`src/rtl/rtc_pkg.sv`:
```
// Shared definitions for the RTC read/write sequencers: state encoding,
// register addresses, command bytes and the per-step address lookup.
package rtc_pkg;

  typedef enum logic [2:0] {
    ST_IDLE = 3'd0,
    ST_SEG  = 3'd1,
    ST_MIN  = 3'd2,
    ST_HORA = 3'd3,
    ST_DIA  = 3'd4,
    ST_MES  = 3'd5,
    ST_ANO  = 3'd6,
    ST_CMD  = 3'd7
  } state_t;

  localparam logic [7:0] ADDR_CLK_SEG  = 8'h21;
  localparam logic [7:0] ADDR_CLK_MIN  = 8'h22;
  localparam logic [7:0] ADDR_CLK_HORA = 8'h23;
  localparam logic [7:0] ADDR_CLK_DIA  = 8'h24;
  localparam logic [7:0] ADDR_CLK_MES  = 8'h25;
  localparam logic [7:0] ADDR_CLK_ANO  = 8'h26;

  localparam logic [7:0] ADDR_TMR_SEG  = 8'h41;
  localparam logic [7:0] ADDR_TMR_MIN  = 8'h42;
  localparam logic [7:0] ADDR_TMR_HORA = 8'h43;

  localparam logic [7:0] CMD_CLK   = 8'hF1;
  localparam logic [7:0] CMD_TMR   = 8'hF2;
  localparam logic [7:0] IDLE_BYTE = 8'hFF;
  localparam logic [7:0] CMD_DATA  = 8'h01;

  // Address byte presented during the address phase of a write step.
  function automatic logic [7:0] step_addr(input state_t st, input logic clk_mode);
    logic [7:0] a;
    a = IDLE_BYTE;
    case (st)
      ST_SEG:  a = clk_mode ? ADDR_CLK_SEG  : ADDR_TMR_SEG;
      ST_MIN:  a = clk_mode ? ADDR_CLK_MIN  : ADDR_TMR_MIN;
      ST_HORA: a = clk_mode ? ADDR_CLK_HORA : ADDR_TMR_HORA;
      ST_DIA:  a = ADDR_CLK_DIA;
      ST_MES:  a = ADDR_CLK_MES;
      ST_ANO:  a = ADDR_CLK_ANO;
      ST_CMD:  a = clk_mode ? CMD_CLK : CMD_TMR;
      default: a = IDLE_BYTE;
    endcase
    return a;
  endfunction

endpackage

```
`src/rtl/rtc_write_sequencer_bcd_sanitize.sv`:
```
// Two-nibble BCD clamp: any nibble above 9 becomes 0.
module bcd_sanitize (
  input  logic [7:0] raw,
  output logic [7:0] clean
);

  assign clean[7:4] = (raw[7:4] > 4'd9) ? 4'd0 : raw[7:4];
  assign clean[3:0] = (raw[3:0] > 4'd9) ? 4'd0 : raw[3:0];

endmodule

```
`src/rtl/rtc_write_sequencer.sv`:
```
// RTC register-write sequencer: walks the time fields (clock or timer set),
// answering address/data/advance strobes from the bus-timing controller.
module rtc_write_sequencer
  import rtc_pkg::*;
(
  input  logic       clk,
  input  logic       reset,
  input  logic       escritura,
  input  logic       en_clk,
  input  logic       dir_stb,
  input  logic       dat_stb,
  input  logic       cambio_estado,
  input  logic [7:0] seg_in,
  input  logic [7:0] min_in,
  input  logic [7:0] hora_in,
  input  logic [7:0] dia_in,
  input  logic [7:0] mes_in,
  input  logic [7:0] ano_in,
  output logic [7:0] dir_w,
  output logic [7:0] dato_w,
  output logic       e_escr,
  output logic       term_escr,
  output state_t     dbg_state
);

  // Strobe handshake: in a write state, dir_stb loads the address byte,
  // otherwise dat_stb loads the data byte, otherwise cambio_estado advances.
  // Lower-priority strobes in the same cycle are dropped, not deferred.

  state_t     state, state_nxt;
  logic       en_clk_q;
  logic [7:0] seg_q, min_q, hora_q, dia_q, mes_q, ano_q;
  logic [7:0] seg_s, min_s, hora_s, dia_s, mes_s, ano_s;
  logic [7:0] cur_data;
  logic [7:0] dir_nxt, dato_nxt;
  logic       e_nxt, term_nxt;
  logic       start, advance;

  assign start     = (state == ST_IDLE) && escritura;
  assign advance   = !dir_stb && !dat_stb && cambio_estado;
  assign dbg_state = state;

  bcd_sanitize u_san_seg  (.raw(seg_in),  .clean(seg_s));
  bcd_sanitize u_san_min  (.raw(min_in),  .clean(min_s));
  bcd_sanitize u_san_hora (.raw(hora_in), .clean(hora_s));
  bcd_sanitize u_san_dia  (.raw(dia_in),  .clean(dia_s));
  bcd_sanitize u_san_mes  (.raw(mes_in),  .clean(mes_s));
  bcd_sanitize u_san_ano  (.raw(ano_in),  .clean(ano_s));

  always_ff @(posedge clk or posedge reset) begin
    if (reset) begin
      state <= ST_IDLE;
    end else begin
      state <= state_nxt;
    end
  end

  always_comb begin
    state_nxt = state;
    case (state)
      ST_IDLE: if (escritura) state_nxt = ST_SEG;
      ST_SEG:  if (advance)   state_nxt = ST_MIN;
      ST_MIN:  if (advance)   state_nxt = ST_HORA;
      ST_HORA: if (advance)   state_nxt = en_clk_q ? ST_DIA : ST_CMD;
      ST_DIA:  if (advance)   state_nxt = ST_MES;
      ST_MES:  if (advance)   state_nxt = ST_ANO;
      ST_ANO:  if (advance)   state_nxt = ST_CMD;
      ST_CMD:  if (advance)   state_nxt = ST_IDLE;
      default:                state_nxt = ST_IDLE;
    endcase
  end

  // Shadow copies hold the sanitised fields for the whole sequence.
  always_ff @(posedge clk or posedge reset) begin
    if (reset) begin
      en_clk_q <= 1'b0;
      seg_q    <= 8'h00;
      min_q    <= 8'h00;
      hora_q   <= 8'h00;
      dia_q    <= 8'h00;
      mes_q    <= 8'h00;
      ano_q    <= 8'h00;
    end else if (start) begin
      en_clk_q <= en_clk;
      seg_q    <= seg_s;
      min_q    <= min_s;
      hora_q   <= hora_s;
      dia_q    <= dia_s;
      mes_q    <= mes_s;
      ano_q    <= ano_s;
    end
  end

  always_comb begin
    cur_data = IDLE_BYTE;
    case (state)
      ST_SEG:  cur_data = seg_q;
      ST_MIN:  cur_data = min_q;
      ST_HORA: cur_data = hora_q;
      ST_DIA:  cur_data = dia_q;
      ST_MES:  cur_data = mes_q;
      ST_ANO:  cur_data = ano_q;
      ST_CMD:  cur_data = CMD_DATA;
      default: cur_data = IDLE_BYTE;
    endcase
  end

  // Output values are decided from the next state so every output is a
  // plain register and e_escr never dips between steps.
  always_comb begin
    dir_nxt  = dir_w;
    dato_nxt = dato_w;
    e_nxt    = 1'b1;
    term_nxt = 1'b0;
    if (state_nxt == ST_IDLE) begin
      dir_nxt  = IDLE_BYTE;
      dato_nxt = IDLE_BYTE;
      e_nxt    = 1'b0;
      term_nxt = (state == ST_CMD);
    end else if (state != ST_IDLE) begin
      if (dir_stb) begin
        dir_nxt = step_addr(state, en_clk_q);
      end else if (dat_stb) begin
        dato_nxt = cur_data;
      end
    end
  end

  always_ff @(posedge clk or posedge reset) begin
    if (reset) begin
      dir_w     <= IDLE_BYTE;
      dato_w    <= IDLE_BYTE;
      e_escr    <= 1'b0;
      term_escr <= 1'b0;
    end else begin
      dir_w     <= dir_nxt;
      dato_w    <= dato_nxt;
      e_escr    <= e_nxt;
      term_escr <= term_nxt;
    end
  end

endmodule

```
`config.mk`:
```
export PLATFORM = sky130hd
export DESIGN_NAME = rtc_write_sequencer
export DESIGN_NICKNAME = d
export VERILOG_FILES = /design/src/rtl/rtc_pkg.sv /design/src/rtl/rtc_write_sequencer_bcd_sanitize.sv /design/src/rtl/rtc_write_sequencer.sv
export SDC_FILE = /design/constraint.sdc
export NUM_CORES = 1
export LEC_CHECK = 0
export ABC_AREA = 0
export BUFFER_PORTS_ARGS = -buffer_cell sky130_fd_sc_hd__buf_2
export CORE_UTILIZATION = 55
export CTS_BUF_LIST = sky130_fd_sc_hd__clkbuf_4
export CTS_CLUSTER_DIAMETER = 60
export DETAILED_ROUTE_END_ITERATION = 10
export GPL_ROUTABILITY_DRIVEN = 0
export HOLD_SLACK_MARGIN = 0.06
export PLACE_DENSITY = 0.8
export SYNTH_ARGS = -nofsm -noshare
export SYNTH_HDL_FRONTEND = slang
export SYNTH_HIERARCHICAL = 1
export SYNTH_SLANG_ARGS = --single-unit
```
`constraint.sdc`:
```
create_clock -name clk -period 3.55 [get_ports clk]
set_input_delay 0.355 -clock clk [delete_from_list [all_inputs] [get_ports clk]]
set_output_delay 0.355 -clock clk [all_outputs]
set_load 0.02 [all_outputs]
```
==> results.sh <==
export IMPL_crit_arrival_ns=2.31
export IMPL_ys_warn_count=6
export IMPL_syn_num_nets=366
export IMPL_r2r_cells=3
export IMPL_crit_type="reg -> reg"
export IMPL_synthFlopType="dfrtp_1"
export IMPL_rsz0062_at_grt="no"
export IMPL_p_leak_nw=1.93
export IMPL_dp_cells=449
export IMPL_avgViaCountPerCell=5.64
export IMPL_drive_above_1_share=0.486
export IMPL_finalHoldViolCount=0
export IMPL_cts_setup_buffers=0
export IMPL_status="finished clean"
export IMPL_whs_ns=0.189
export IMPL_clock_skew_ns=0.0103
export IMPL_hold_class="in -> reg"
export IMPL_die_w_um=83.7
export IMPL_ys_seq_elements=69
export IMPL_cts_buffers=9
export IMPL_ys_seq_area_frac=0.475
export IMPL_wl_per_cell_um=15.6
export IMPL_async_flop_share=1.00
export IMPL_place_area_um2=4030
export IMPL_nets=439
export IMPL_cts_sinks=69
export IMPL_min_period_ns=2.02
export IMPL_start_kind="flip-flop"
export IMPL_cts_max_level=3
export IMPL_cts_tree="built"
export IMPL_first_global_vias=2516
export IMPL_path_clk_slew_ns=0.10
export IMPL_antenna_found_initial=0
export IMPL_numPortBuffers=75
export IMPL_avgSynthCellArea_um2=11.8
export IMPL_synthesis_instances=311
export IMPL_final_common_cell="buf_2"
export IMPL_setup_violations=0
export IMPL_crit_path_end_kind="flip-flop"
export IMPL_tightest_slew_ns=0.814
export IMPL_clkLatencyLatePin_ns=0.40
export IMPL_grt_pass1_wl_um=12300
export IMPL_cts_max_path_buffers=2
export IMPL_antenna_cells=0
export IMPL_cp_required_ns=3.84
export IMPL_ios=76
export IMPL_slew_headroom=0.458
export IMPL_path_max_fanout=50
export IMPL_cap_viol_max_count=0
export IMPL_mostFrequentLayoutCells="buf_2 (75), dfrtp_1 (54), mux2_2 (46)"
export IMPL_ir_worst_vdd_v=0.000512
export IMPL_fill_cells=493
export IMPL_stdcell_area_um2=4150
export IMPL_synth_edf_count=0
export IMPL_final_max_slew_viol_count=0
export IMPL_start_util=0.575
export IMPL_die_y_um=83.7
export IMPL_core_area_um2=6390
export IMPL_synth_area_um2=3670
export IMPL_p_per_area_nw_per_um2=750
export IMPL_syn_to_final_growth_pct=13.1
export IMPL_overflow=0
export IMPL_whs_path_depth=2
export IMPL_die_area_um2=7010
export IMPL_tns_ns=0
export IMPL_grt_max_degree=51
export IMPL_dr_pass1_iters=4
export IMPL_detail_route_antenna_nets=0
export IMPL_globalRouteTotalUtil=0.227
export IMPL_dp_hpwl_um=5250
export IMPL_vias=2626
export IMPL_fin_cells=466
export IMPL_drt_iter0_drc=204
export IMPL_synth_cell_types=50
export IMPL_fin_crit_sh=0.570
export IMPL_drc=0
export IMPL_root_buffer="clkbuf_4"
export IMPL_max_freq_ghz=0.494
export IMPL_row_count=29
export IMPL_final_core_util=0.650
export IMPL_wirelength_um=7260
## worst paths after layout
path / from / endpoint / slack, ns
hold / removal: en_clk / en_clk_q / 0.19
min in group asynchronous: reset / hora_q[3] / 0.52
hold reg to reg: dia_q[7] / dia_q[7] / 0.50
setup reg to reg: dbg_state[0] / min_q[0] / 1.53
max in group asynchronous: reset / dir_w[1] / 2.08
setup / recovery: dbg_state[0] / min_q[0] / 1.53
## critical path: stages, from the launching register on
cell and delay (ns):
dfrtp_1 0.44, or3_4 0.40, nor2_8 0.63, mux2_2 0.41
## sequential cells by signal, indices dropped and copies added, names as in the netlist
name,cells
dir_w,7
e_escr,1
dia_q,8
dbg_state,3
en_clk_q,1
seg_q,8
term_escr,1
dato_w,8
mes_q,8
ano_q,8
min_q,8
hora_q,8
## synthesized netlist by cell type (3+ instances only)
cell	instances	area [um^2]
dfrtp_1	54	1350
mux2_2	46	518
and2b_2	24	210
dfstp_2	15	394
nor3b_1	13	97.6
and2_1	12	75.1
o21ai_1	12	60.1
nand2_1	11	41.3
o21ai_0	11	55.1
a21oi_1	10	50.1
nor3_1	10	50.1
buf_6	8	90.1
mux2_1	8	90.1
nor2_1	8	30.0
buf_2	7	35.0
inv_1	6	22.5
mux2i_1	6	60.1
nor2b_1	4	25.0
a221oi_1	3	26.3
a22oi_1	3	22.5
## final cells by class
cell class | count | area [um^2] | share of cell area
flip-flops and latches | 69 | 1750 | 0.420
clock buffers | 11 | 82.6 | 0.0199
well taps | 77 | 96.3 | 0.0232
clock inverters | 5 | 27.5 | 0.00663
inverters | 6 | 22.5 | 0.00542
multi-input cells | 217 | 1760 | 0.423
repair buffers | 81 | 423 | 0.102
## cells by family after synthesis
kind of cell | synth area share
compound gates | 0.114
xor+xnor | 0.00239
buf+inv | 0.0463
flops | 0.475
mux | 0.182
simple gates | 0.180
## what timing repair did
item                       CTS  global route
hold endpoints to repair    24             0
setup endpoints to repair    0             0
gates resized for setup      0             0
hold buffers                 1             0
## metal layers
| metal | wire (um) | vias to the layer above | track usage | share of wire |
|---|---|---|---|---|
| li1 | - | 1271 | - | - |
| met1 | 3370 | 1264 | 0.315 | 0.46 |
| met2 | 3460 | 79 | 0.353 | 0.48 |
| met3 | 298 | 12 | 0.0406 | 0.041 |
| met4 | 128 | 0 | 0.0940 | 0.018 |
| met5 | 0 | - | 0 | 0 |
## through the flow
step | worst slack (ns) | total power [mW]
2_1_floorplan | 1.48 | 2.37
3_5_place_dp | 1.54 | 2.71
4_1_cts | 1.53 | 3.13
5_1_grt | 1.44 | 3.32
6_report | 1.53 | 3.11
3_3_place_gp | 1.59 | 2.66
## power breakdown
part / internal (mW) / switching (mW) / leakage [nW] / total [mW]
registers: 1.18 / 0.204 / 0.854 / 1.39
logic: 0.601 / 0.707 / 1.02 / 1.31
clock network: 0.154 / 0.267 / 0.0579 / 0.421
Power figures use the tool's default switching activity.
